### src/rtl/spy_pkg.sv
// Shared types and helpers for the spy buffer playback block.
package spy_pkg;

    // Playback sequencer states.
    typedef enum logic [2:0] {
        StIdle,
        StSnap,
        StRead,
        StDrain,
        StDone
    } spy_state_e;

    // Header bit positions, counted down from the MSB of the data word.
    localparam int unsigned HdrMarkerFromMsb  = 1;
    localparam int unsigned HdrWrappedFromMsb = 2;

    // Header word: marker bit at the MSB, wrapped flag just below it,
    // word count in the low bits, everything else zero.
    function automatic logic [63:0] spy_header_word(input int unsigned datawidth,
                                                    input logic        wrapped,
                                                    input logic [31:0] count);
        logic [63:0] word;
        word = {32'b0, count};
        word[6'(datawidth - HdrMarkerFromMsb)]  = 1'b1;
        word[6'(datawidth - HdrWrappedFromMsb)] = wrapped;
        return word;
    endfunction

endpackage

### src/rtl/spy_skid_fifo.sv
// Two-entry valid/ready FIFO that decouples memory read latency from the consumer.
module spy_skid_fifo #(
    parameter int unsigned DATAWIDTH = 32
) (
    input  logic                 clock,
    input  logic                 reset,
    input  logic                 push,
    input  logic [DATAWIDTH-1:0] push_data,
    input  logic                 pop,
    output logic [DATAWIDTH-1:0] pop_data,
    output logic                 not_empty,
    output logic [1:0]           count
);

    logic [DATAWIDTH-1:0] entries_q [2];
    logic                 wr_ptr_q;
    logic                 rd_ptr_q;
    logic [1:0]           count_q;
    logic                 pop_fire;
    logic                 push_fire;

    assign pop_fire  = pop && (count_q != 2'd0);
    // A push into a full FIFO is only accepted when a pop frees a slot the same cycle.
    assign push_fire = push && ((count_q != 2'd2) || pop_fire);

    assign pop_data  = entries_q[rd_ptr_q];
    assign not_empty = (count_q != 2'd0);
    assign count     = count_q;

    // Storage, pointers and occupancy.
    always_ff @(posedge clock or posedge reset) begin
        if (reset) begin
            entries_q <= '{default: '0};
            wr_ptr_q  <= 1'b0;
            rd_ptr_q  <= 1'b0;
            count_q   <= 2'd0;
        end else begin
            if (push_fire) begin
                entries_q[wr_ptr_q] <= push_data;
                wr_ptr_q            <= ~wr_ptr_q;
            end
            if (pop_fire) begin
                rd_ptr_q <= ~rd_ptr_q;
            end
            count_q <= count_q + {1'b0, push_fire} - {1'b0, pop_fire};
        end
    end

endmodule

### src/rtl/spy_playback.sv
// Spy buffer playback: freezes the circular memory, snapshots the write pointer
// and streams the stored words oldest-to-newest over valid/ready with a last marker.
// Optional build macro SPY_PLAYBACK_HEADER_EN prepends a header word to every dump.
module spy_playback
    import spy_pkg::*;
#(
    parameter int unsigned WIDTH     = 6,
    parameter int unsigned DATAWIDTH = 32
) (
    input  logic                 clock,
    input  logic                 reset,
    input  logic                 playback_req,
    input  logic                 mem_write_enable,
    input  logic [WIDTH-1:0]     mem_write_pointer,
    input  logic                 mem_looped,
    output logic                 freeze,
    output logic [WIDTH-1:0]     mem_read_addr,
    output logic                 mem_read_enable,
    input  logic [DATAWIDTH-1:0] mem_read_data,
    output logic                 out_valid,
    input  logic                 out_ready,
    output logic [DATAWIDTH-1:0] out_data,
    output logic                 out_last,
    output logic                 busy
);

    localparam logic [WIDTH-1:0] PtrLast = {WIDTH{1'b1}};
    localparam logic [WIDTH:0]   CntSize = {1'b1, {WIDTH{1'b0}}};
    localparam logic [WIDTH:0]   CntOne  = {{WIDTH{1'b0}}, 1'b1};

    spy_state_e state_q, state_d;

    logic                 wrapped_q;
    logic [WIDTH-1:0]     start_q;
    logic [WIDTH:0]       count_q;
    logic [WIDTH:0]       issued_q;
    logic                 inflight_q;
    logic                 inflight_last_q;

    logic [WIDTH-1:0]     snap_start;
    logic [WIDTH:0]       snap_count;
    logic                 last_issue;
    logic                 issue;
    logic [1:0]           occ;

    logic                 skid_push;
    logic [DATAWIDTH:0]   skid_din;
    logic [DATAWIDTH:0]   skid_dout;
    logic                 skid_not_empty;
    logic [1:0]           skid_count;
    logic                 pop_fire;
    logic                 hdr_push;
    logic [DATAWIDTH-1:0] hdr_word;

    // The looped flag is redundant with the pointer compare used for wrap tracking.
    logic                 unused_looped;
    assign unused_looped = mem_looped;

    assign snap_start = wrapped_q ? mem_write_pointer : '0;
    assign snap_count = wrapped_q ? CntSize : {1'b0, mem_write_pointer};

    assign last_issue = (issued_q == (count_q - CntOne));
    assign pop_fire   = skid_not_empty && out_ready;
    // Occupancy as it will stand next cycle, so a word popped now frees room for a
    // new read and a held-high out_ready sustains one word per cycle.
    assign occ        = skid_count - {1'b0, pop_fire} + {1'b0, inflight_q};
    assign issue      = (state_q == StRead) && (occ < 2'd2);

`ifdef SPY_PLAYBACK_HEADER_EN
    assign hdr_push = (state_q == StSnap);
    assign hdr_word = DATAWIDTH'(spy_header_word(DATAWIDTH, wrapped_q, 32'(snap_count)));
`else
    assign hdr_push = 1'b0;
    assign hdr_word = '0;
`endif

    // Header and memory data never collide: the header is pushed in SNAP, reads return later.
    assign skid_push = inflight_q || hdr_push;
    assign skid_din  = inflight_q ? {inflight_last_q, mem_read_data}
                                  : {(snap_count == '0), hdr_word};

    spy_skid_fifo #(
        .DATAWIDTH (DATAWIDTH + 1)
    ) u_skid (
        .clock     (clock),
        .reset     (reset),
        .push      (skid_push),
        .push_data (skid_din),
        .pop       (out_ready),
        .pop_data  (skid_dout),
        .not_empty (skid_not_empty),
        .count     (skid_count)
    );

    assign out_valid = skid_not_empty;
    assign out_last  = skid_dout[DATAWIDTH] && skid_not_empty;
    assign out_data  = skid_not_empty ? skid_dout[DATAWIDTH-1:0] : '0;

    // State register.
    always_ff @(posedge clock or posedge reset) begin
        if (reset) begin
            state_q <= StIdle;
        end else begin
            state_q <= state_d;
        end
    end

    // Next-state logic.
    always_comb begin
        state_d = state_q;
        unique case (state_q)
            StIdle:  if (playback_req) state_d = StSnap;
            // An empty dump still passes through DRAIN so any header word is flushed.
            StSnap:  state_d = (snap_count == '0) ? StDrain : StRead;
            StRead:  if (issue && last_issue) state_d = StDrain;
            StDrain: if (!inflight_q && !skid_not_empty) state_d = StDone;
            StDone:  state_d = StIdle;
            default: state_d = StIdle;
        endcase
    end

    // Outputs decoded from the current state.
    always_comb begin
        freeze          = (state_q != StIdle);
        busy            = (state_q != StIdle);
        mem_read_enable = issue;
        mem_read_addr   = issue ? (start_q + issued_q[WIDTH-1:0]) : '0;
    end

    // Wrap tracking, snapshot and read bookkeeping.
    always_ff @(posedge clock or posedge reset) begin
        if (reset) begin
            wrapped_q       <= 1'b0;
            start_q         <= '0;
            count_q         <= '0;
            issued_q        <= '0;
            inflight_q      <= 1'b0;
            inflight_last_q <= 1'b0;
        end else begin
            if (state_q == StDone) begin
                wrapped_q <= 1'b0;
            end else if (mem_write_enable && (mem_write_pointer == PtrLast)) begin
                wrapped_q <= 1'b1;
            end
            if (state_q == StSnap) begin
                start_q  <= snap_start;
                count_q  <= snap_count;
                issued_q <= '0;
            end else if (issue) begin
                issued_q <= issued_q + CntOne;
            end
            inflight_q      <= issue;
            inflight_last_q <= issue && last_issue;
        end
    end

endmodule
### config.mk
export PLATFORM = sky130hd
export DESIGN_NAME = spy_playback
export DESIGN_NICKNAME = d
export VERILOG_FILES = /design/src/rtl/spy_pkg.sv /design/src/rtl/spy_skid_fifo.sv /design/src/rtl/spy_playback.sv
export SDC_FILE = /design/constraint.sdc
export NUM_CORES = 1
export LEC_CHECK = 0
export CAP_MARGIN = 20
export CORE_MARGIN = 2
export CORE_UTILIZATION = 57
export CTS_CLUSTER_SIZE = 40
export DETAILED_ROUTE_END_ITERATION = 6
export GPL_TIMING_DRIVEN = 0
export PLACE_DENSITY = 0.86
export SLEW_MARGIN = 20
export SYNTH_ARGS = -nofsm -noshare
export SYNTH_HDL_FRONTEND = slang
export SYNTH_SLANG_ARGS = --single-unit
### constraint.sdc
create_clock -name clock -period 5.3 [get_ports clock]
set_clock_uncertainty 0.05 [all_clocks]
set_input_delay 0.53 -clock clock [delete_from_list [all_inputs] [get_ports clock]]
set_output_delay 0.53 -clock clock [all_outputs]
set_load 0.02 [all_outputs]
# --- After elaboration in Yosys (flattened, before gate mapping) ---
# Index checks and enable logic that the tools add are counted.
totals:
  register_bits: 96
  wordCells: 75
  mem_bits_ro: 0
  latchBits: 0
  ram_bits: 0
  in_bits: 44
  mem_count: 0
  out_inout_bits: 43
op_classes:
  multipliers: 0
  n_reduce_logical: 18
  n_eq_ne: 10
  add_sub_neg: 7
  n_lt_le_gt_ge: 4
  muxes: 20
  div: 0
  shift: 0
  bitwise: 4
op_table:
  columns: ["operator", "count"]
  rows:
  - ["$mux 33", 5]
  - ["$bwmux 66", 1]
  - ["$demux 33 s1", 1]
  - ["$mux 32", 1]
  - ["$mux 7", 3]
  - ["$mux 6", 2]
  - ["$pmux 3 s4", 1]
  - ["$mux 3", 3]
  - ["$logic_and 1x1->1", 8]
  - ["$add 7x1->7 const B", 1]
  - ["$eq 7x7->1", 1]
  - ["$logic_not 7->1", 1]
  - ["$sub 7x1->7 const B", 1]
  - ["$add 6x6->6", 1]
  - ["$eq 3x2->1 const B", 2]
  - ["$eq 6x6->1 const B", 1]
  - ["$ne 2x2->1 const B", 3]
  - ["$reduce_bool 2->1", 3]
  - ["$add 2x1->2", 2]
  - ["$ge 2x2->1 const B", 2]
  - ["$not 1->2", 2]
  - ["$sub 2x1->2", 2]
  - ["$eq 3x1->1 const B", 1]
  - ["$eq 3x3->1 const B", 1]
  - ["10 further kinds", 14]

# --- Longest topological paths before layout ---
# Gate-level depths: netlist of the first run.
depth:
  depth_word: 9
  ltp_mapped: 10
  depth_no_buf: 9

# --- Cells and area by module ---
# Synthesis of the first run repeated with hierarchy kept, for this count alone.
unflattened:
  cells_unflattened: 466
  hier_area_um2: 5180.0
by_module_without_submodules:
  columns: ["mod", "cells_each", "instances", "seq_area_each_um2", "area_per_inst_um2"]
  rows:
  - ["spy_skid_fifo", 208, 1, 1751.7, 3078.0]
  - ["spy_playback", 258, 1, 650.6, 2102.0]

# --- Worst setup path before layout of the first run ---
# OpenSTA, ideal clock, no wires.
synth_path:
  path_type: "reg2out"
  start: "register u_skid.count_q[1], in the netlist u_skid.count[1]"
  end: "output mem_read_addr[0]"
  slack_ns: 2.539
  arrival_ns: 2.181
  required_ns: 4.720
  n_path_buf: 1
  path_stages_with_launch: 10
  cell_sequence: "dfrtp_1 > nor2_1 > nor2b_1 > ha_1 > xnor2_2 > xnor2_2 > or2_0 > buf_4 > inv_2 > and2_1"
synth_between:
  elab_chain_len: 7
synth_rtl:
  columns: ["element", "line", "text"]
  rows:
  - ["start, declared", "spy_skid_fifo.sv:18", "logic [1:0] count_q;"]
  - ["start signal, assigned", "spy_skid_fifo.sv:45", "count_q <= count_q + {1'b0, push_fire} - {1'b0, pop_fire};"]
  - ["$reduce_bool 2->1", "spy_skid_fifo.sv:27", "assign not_empty = (count_q != 2'd0);"]
  - ["$logic_and 1x1->1", "spy_playback.sv:63", "assign pop_fire = skid_not_empty && out_ready;"]
  - ["net pop_fire", "spy_playback.sv:51", "logic pop_fire;"]
  - ["$sub 2x1->2", "spy_playback.sv:66", "assign occ = skid_count - {1'b0, pop_fire} + {1'b0, inflight_q};"]
  - ["$add 2x1->2", "spy_playback.sv:66", null]
  - ["$lt 2x2->1", "spy_playback.sv:67", "assign issue = (state_q == StRead) && (occ < 2'd2);"]
  - ["$logic_and 1x1->1", "spy_playback.sv:67", null]
  - ["net mem_read_enable", "spy_playback.sv:18", "output logic mem_read_enable,"]
  - ["$mux 6", "spy_playback.sv:127", "mem_read_addr = issue ? (start_q + issued_q[WIDTH-1:0]) : '0;"]
  - ["end, declared", "spy_playback.sv:17", "output logic [WIDTH-1:0] mem_read_addr,"]
# The timed path passes the listed nets, and every way through them passes these cells.

# --- Worst setup path in the final report of the first run ---
layout_path:
  start: "register u_skid.count_q[1], in the netlist u_skid.count[1]"
  end: "output mem_read_addr[1]"
layout_between:
  elab_chain_len: 7
layout_rtl:
  columns: ["element", "line"]
  rows:
  - ["$reduce_bool 2->1", "spy_skid_fifo.sv:27"]
  - ["$logic_and 1x1->1", "spy_playback.sv:63"]
  - ["net pop_fire", "spy_playback.sv:51"]
  - ["$sub 2x1->2", "spy_playback.sv:66"]
  - ["$add 2x1->2", "spy_playback.sv:66"]
  - ["$lt 2x2->1", "spy_playback.sv:67"]
  - ["$logic_and 1x1->1", "spy_playback.sv:67"]
  - ["$mux 6", "spy_playback.sv:127"]
# The timed path passes the listed nets, and every way through them passes these cells.

==> results of run 1 <==
==> critical path, stage by stage, from the launching register on <==
cell             delay, ns
dfrtp_1               0.44
nor2_1                0.47
nor2b_1               0.15
ha_1                  0.32
nor2b_1               0.23
xnor2_2               0.15
or2_0                 0.24
buf_4                 0.16
inv_2                 0.14
and2_1                0.18
clkdlybuf4s50_1       0.61
==> power breakdown <==
group | leakage (nW) | internal (mW) | switching (mW)
logic | 1.39 | 1.19 | 1.15
registers | 1.16 | 1.09 | 0.258
clock network | 0.118 | 0.315 | 0.251
==> registers in the layout (all words and copies together) (netlist names) <==
name and flops:
u_skid.rd_ptr_q 1, inflight_last_q 1, start_q 6, inflight_q 1, u_skid.entries_q 66, count_q 7, u_skid.wr_ptr_q 1, wrapped_q 1
u_skid.count 2, state_q 3, issued_q 7
==> per-stage QoR <==
stage / cell area, sq um / power, mW / instances / setup slack (ns) / util
3_5_place_dp: 5742 / 3.683 / 602 / 1.617 / 0.7059
3_3_place_gp: 5712 / 3.584 / 601 / 0.9555 / 0.7022
2_1_floorplan: 4730 / 2.846 / 411 / 2.215 / -
4_1_cts: 5977 / 4.282 / 618 / 1.296 / 0.7348
5_1_grt: 5977 / 4.540 / 618 / 1.065 / 0.7348
6_report: 5977 / 4.258 / 618 / 1.296 / 0.7348
==> synth_stat cells, drive strengths merged (3+ instances only) <==
cell type / count / area share
buf: 5 / 0.0079
nor2: 50 / 0.040
nand3: 9 / 0.0095
nor4: 4 / 0.0053
or3: 4 / 0.0053
mux2: 66 / 0.16
nor3: 7 / 0.0074
o21ai: 4 / 0.0042
a21o: 3 / 0.0048
a31oi: 3 / 0.0040
a21oi: 6 / 0.0063
inv: 10 / 0.0079
clkbuf: 16 / 0.013
nand2: 33 / 0.026
dfrtp: 96 / 0.51
and2: 3 / 0.0040
nand3b: 6 / 0.0095
nor2b: 3 / 0.0040
xnor2: 18 / 0.037
xor2: 4 / 0.0074
ha: 9 / 0.024
mux2i: 33 / 0.070
==> layer usage <==
| metal | GRT usage | wire length [um] | vias to the layer above |
|---|---|---|---|
| li1 | - | - | 1607 |
| met1 | 0.2969 | 4401 | 1700 |
| met3 | 0.04822 | 364 | 13 |
| met2 | 0.4061 | 5130 | 71 |
| met4 | 0.07850 | 146 | 0 |
| met5 | 0 | 0 | - |
==> cell usage in the layout (no fill, tap or decap), types with 5 or more instances in the layout <==
| cell type | instances |
|---|---|
| buf_4 | 5 |
| nor3_1 | 7 |
| clkbuf_8 | 9 |
| clkdlybuf4s50_1 | 85 |
| clkbuf_1 | 18 |
| mux2i_1 | 33 |
| dfrtp_1 | 96 |
| nor2_1 | 50 |
| nand3b_1 | 6 |
| nand2_1 | 33 |
| mux2_2 | 66 |
| inv_1 | 8 |
| a21oi_1 | 6 |
| ha_1 | 9 |
| xnor2_1 | 16 |
| nand3_1 | 9 |
==> final cells by class <==
cell class                 count  area (sq um)  area share
tap                          105         131.4     0.02198
clock inverter                 5         103.9     0.01737
sequential                    96          2402      0.4019
multi-input combinational    284          2192      0.3668
clock buffer                  11         131.4     0.02198
buffer                        21         97.59     0.01633
timing repair buffer          86         878.3      0.1470
inverter                      10         40.04    0.006699
==> final timing paths <==
| kind | endpoint | cells past startpoint |
|---|---|---|
| max | mem_read_addr[1] | 10 |
| min | u_skid.wr_ptr_q$_DFFE_PP0P_ | 1 |
| max reg2reg | state_q[0]$_DFFE_PP0P_ | 10 |
| min reg2reg | u_skid.wr_ptr_q$_DFFE_PP0P_ | 1 |
| max in group asynchronous | u_skid.entries_q[38]$_DFFE_PP0P_ | 3 |
| min in group asynchronous | u_skid.entries_q[24]$_DFFE_PP0P_ | 2 |
==> cell families after synthesis <==
family / count (synthesis)
compound gates: 22
xor+xnor: 23
fa+ha+maj: 10
buf+inv: 31
flops: 96
mux: 99
simple gates: 130
==> impl_metrics.csv, run 1 <==
group,metric,value,unit
die,core_area,8134,sq um
clocking,postCtsSetupBuffers,0,
min_path,hp-start,"u_skid.wr_ptr_q$_DFFE_PP0P_",
sta,max_clock_freq,0.2498,GHz
die,die_h,95.09,um
layout,nFillCells,560,
setup_path,critPathLaunchType,"register",
synthesis,synth_top_family_by_area,"multiplexers",
synthesis,syn_avg_cell_area,11.51,sq um
layout,insertedDiodeCount,0,
synthesis,synthDistinctLibCells,43,
route,dr.pass1.iters,6,
synthesis,post_synth_inst_count,411,
synthesis,synth_fa_ha_area_frac,0.02804,
synthesis,async_flop_share,1.000,
synthesis,ys_seq_elements,96,
clocking,clock_latency,0.36,ns
setup_path,r2r-start,"u_skid.count[1]$_DFF_PP0_",
sta,finalHoldViolations,0,
synthesis,synth.mux.area_fraction,0.2270,
route,drt_iter0_drc,142,
sta,rsz0062_at_grt,"no",
route,dr_total_vias,3391,
synthesis,synth_edf_count,0,
layout,final_layout_size_suffix_gt1_frac,0.1813,
clocking,cts_resized,0,
route,routed_wl,10.04,mm
place,gp_congestion,0.7961,
die,rows,33,
sta,whs,0.4497,ns
pwr,ir_drop,0.6286,mV
sta,slew_viol_final,0,
sta,tns,0,ns
layout,finalNetCount,562,
setup_path,critical_path_arrival,3.42,ns
clocking,numCtsBuffers,9,
sta,finalSetupViolCount,0,
global_route,grt_pass1_wl,16.22,mm
die,die-area,9042,sq um
sta,tightest_slew,0.7773,ns
global_route,grt.total_usage,0.2355,
route,wl_per_cell,16.25,um
route,antenna_left,0,
synthesis,yosys.area_share.simple,0.1288,
die,die_w,95.09,um
setup_path,endpoint_kind,"output pin",
setup_path,critPathKind,"reg -> out",
synthesis,synth_xor_xnor_area_share,0.04868,
clocking,hold_buffers,0,
synthesis,synth_compound_area_frac,0.03095,
clocking,cts_max_level,3,
synthesis,yosys_warnings,0,
clocking,cts_tree,"built",
place,portBuffers,85,
layout,syn_to_final_growth,26.38,%
setup_path,worstPathMaxFanout,8,
clocking,cts_root_buffer,"clkbuf_8",
pwr,leakage,2.671,nW
clocking,path_clk_slew,0.09,ns
synthesis,synth_area,4730,sq um
synthesis,yosysSeqAreaShare,0.5079,
sta,fin_crit_sh,0.7554,
sta,relSlewSlack,0.4818,
route,vias_per_cell,5.487,
status,status,"completed",
sta,period_minus_slack,4.004,ns
die,pin_count,87,
setup_path,critPathRequiredTime,4.72,ns
route,drc,0,
setup_path,crit_path_start,"u_skid.count[1]$_DFF_PP0_",
place,hpwl,6.955,mm
clocking,clockBufferDepth,2,
job,cap_viol_max_count,0,
min_path,min_path_type,"reg -> reg",
clocking,numClockSinks,96,
global_route,grt_max_degree,53,
synthesis,ys.flop_type,"dfrtp_1",
pwr,powerDensity,712.3,nW/um^2
global_route,grt_pass1_vias,3392,
die,start_util,0.5814,
synthesis,syn_nets,465,
global_route,antenna_found_initial,0,
setup_path,r2r_setup_slack,2.47,ns
global_route,grt_overflow,0,
No activity file was read; power rests on OpenSTA's default activity.
==> run 2: changes to the inputs <==
--- a/config.mk
+++ b/config.mk
@@ -7,11 +7,11 @@
 export LEC_CHECK = 0
 export CAP_MARGIN = 20
 export CORE_MARGIN = 2
-export CORE_UTILIZATION = 57
+export CORE_UTILIZATION = 53
 export CTS_CLUSTER_SIZE = 40
 export DETAILED_ROUTE_END_ITERATION = 6
 export GPL_TIMING_DRIVEN = 0
-export PLACE_DENSITY = 0.86
+export PLACE_DENSITY = 0.81
 export SLEW_MARGIN = 20
 export SYNTH_ARGS = -nofsm -noshare
 export SYNTH_HDL_FRONTEND = slang
==> constraint.sdc (replaced) <==
create_clock -name clock -period 4.17 [get_ports clock]
set_clock_uncertainty 0.05 [all_clocks]
set_input_delay 0.417 -clock clock [delete_from_list [all_inputs] [get_ports clock]]
set_output_delay 0.417 -clock clock [all_outputs]
set_load 0.02 [all_outputs]
==> run 2 against run 1 <==
Clock power increased by 17%. Non-clock buffer count unchanged. Highest routed layer unchanged. Cell count increased by 0.32%. Worst setup slack got worse by 0.99 ns. Via count decreased by 1.9%.
==> impl_metrics.csv, run 2 (same netlist as run 1, synthesis figures left out) <==
group,metric,value,unit
status,status,"completed",
sta,slew_viol_final,0,
route,drt_iter0_drc,78,
global_route,antenna_found_initial,0,
clocking,cts_max_level,3,
setup_path,critPathKind,"reg -> out",
place,placed_area,5748,sq um
clocking,postCtsSetupBuffers,0,
route,drc,0,
layout,instances_no_fill,620,
die,die_h,98.47,um
setup_path,critical_path_arrival,3.40,ns
clocking,cts_resized,0,
global_route,grt.total_usage,0.2060,
pwr,p_int,3.229,mW
pwr,ir_drop,0.6051,mV
die,start_util,0.5450,
layout,reg.largest.list,"u_skid.entries_q x66, count_q x7, issued_q x7",
clocking,numCtsBuffers,9,
route,dr_total_vias,3328,
layout,utilization,0.6873,
route,antenna_left,0,
layout,syn_to_final_growth,26.11,%
route,routed_wl,9.425,mm
layout,mostFrequentLayoutCell,"dfrtp_1",
setup_path,endpoint_kind,"output pin",
die,core_area,8678,sq um
die,pin_count,87,
place,dp.cells,605,
layout,design_area,5964,sq um
sta,max_clock_freq,0.2589,GHz
global_route,grt_overflow,0,
place,gp_congestion,0.7857,
die,die_w,98.47,um
route,dr.pass1.iters,6,
sta,period_minus_slack,3.862,ns
sta,fin_ws,0.3075,ns
sta,whs,0.3512,ns
clocking,clockBufferDepth,2,
global_route,grt_max_degree,68,
clocking,numClockSinks,96,
place,portBuffers,85,
pwr,powerDensity,887.2,nW/um^2
place,hpwl,6.776,mm
global_route,grt_pass1_vias,3434,
layout,insertedDiodeCount,0,
setup_path,critPathRequiredTime,3.70,ns
pwr,p_sw_frac,0.3898,
pwr,pwr-share-seq,0.320,
layout,largest_register_ffs,66,
pwr,leakage,2.655,nW
clocking,cts_root_buffer,"clkbuf_8",
clocking,path_clk_slew,0.09,ns
sta,relSlewSlack,0.5065,
sta,rsz0062_at_grt,"no",
pwr,p_comb_frac,0.555,
sta,fin_crit_sh,0.9262,
die,rows,34,
layout,final_layout_size_suffix_gt1_frac,0.1836,
route,vias_per_cell,5.368,
die,die-area,9695,sq um
layout,largest_register,"u_skid.entries_q",
pwr,pwr-share-clk,0.125,
sta,tightest_slew,0.7403,ns
min_path,min_path_type,"in -> async",
clocking,cts_tree,"built",
route,wl_per_cell,15.20,um
sta,finalHoldViolations,0,
setup_path,critPathLaunchType,"register",
setup_path,worstPathMaxFanout,8,
clocking,hold_buffers,0,
place,place_ws,0.6709,ns
sta,finalSetupViolCount,0,
pwr,switching_power,2.063,mW
job,cap_viol_max_count,0,
clocking,clock_latency,0.35,ns
layout,finalNetCount,562,
layout,final_cell_mix,"dfrtp_1 (96), clkdlybuf4s50_1 (85), mux2_2 (66)",
global_route,grt_pass1_wl,16.17,mm
## run 2: cell count changes in the layout (fill, tap and decap cells not counted)
cell and delta:
bufinv_16 -1, clkbuf_1 -2, clkinv_2 -1, clkinv_4 +1, clkinvlp_4 +2, inv_4 -1
inv_6 +1
## run 2: cell type report
class	count	area, sq um
plain buffers	21	97.59
well taps	108	135.1
multi-input cells	284	2192
flip-flops and latches	96	2402
clock buffers	9	123.9
repair buffers	86	878.3
clock inverters	6	92.59
fillers	634	2714
inverters	10	42.54
## run 2: power groups by stage
| stage | clock (mW) | sequential [mW] | combinational, mW |
|---|---|---|---|
| global route | 0.716 | 1.76 | 3.21 |
| finish | 0.661 | 1.69 | 2.94 |
| CTS | 0.679 | 1.70 | 2.97 |
| global placement | 0 | 1.68 | 2.89 |
| floorplan | 0 | 1.62 | 2.00 |
| detailed placement | 0 | 1.71 | 2.95 |
## run 2: metrics by stage
step                      TNS (ns)  power [mW]
after floorplan                  0       3.617
after global placement      -11.12       4.566
after detailed placement         0       4.666
after CTS                        0       5.342
after global routing             0       5.682
final                            0       5.292
## run 2: path summary, 6_finish.rpt
path | start | endpoint | slack [ns] | depth (start not counted)
setup / recovery | u_skid.count[1]$_DFF_PP0_ | mem_read_addr[1] | 0.31 | 10
hold / removal | reset | u_skid.entries_q[55]$_DFFE_PP0P_ | 0.35 | 2
setup reg to reg | u_skid.count[1]$_DFF_PP0_ | state_q[0]$_DFFE_PP0P_ | 1.32 | 10
hold reg to reg | start_q[0]$_DFFE_PP0P_ | start_q[0]$_DFFE_PP0P_ | 0.44 | 2
max in group asynchronous | reset | u_skid.entries_q[2]$_DFFE_PP0P_ | 3.10 | 3
min in group clock | start_q[0]$_DFFE_PP0P_ | start_q[0]$_DFFE_PP0P_ | 0.44 | 2
## run 2: routing by layer
metal	GRT usage	vias to the layer above	wire, um
met5	0	-	0
met3	0.03972	8	406
met4	0.05479	0	123
met2	0.3464	76	4593
met1	0.2770	1637	4302
li1	-	1607	-
## run 2: critical path: stages, from the launching register on
cell and delay, ns:
dfrtp_1 0.44, nor2_1 0.48, nor2b_1 0.17, ha_1 0.25
xnor2_2 0.27, xnor2_2 0.17, or2_0 0.25, buf_4 0.16
inv_2 0.12, and2_1 0.15, clkdlybuf4s50_1 0.60
==> run 3: changes to the inputs <==
--- a/config.mk
+++ b/config.mk
@@ -11,7 +11,9 @@
 export CTS_CLUSTER_SIZE = 40
 export DETAILED_ROUTE_END_ITERATION = 6
 export GPL_TIMING_DRIVEN = 0
+export HOLD_SLACK_MARGIN = 0.1
 export PLACE_DENSITY = 0.81
+export SKIP_LAST_GASP = 1
 export SLEW_MARGIN = 20
 export SYNTH_ARGS = -nofsm -noshare
 export SYNTH_HDL_FRONTEND = slang
==> results of run 3 <==
No change in the layout: final DEF, timing and power equal those of run 2.
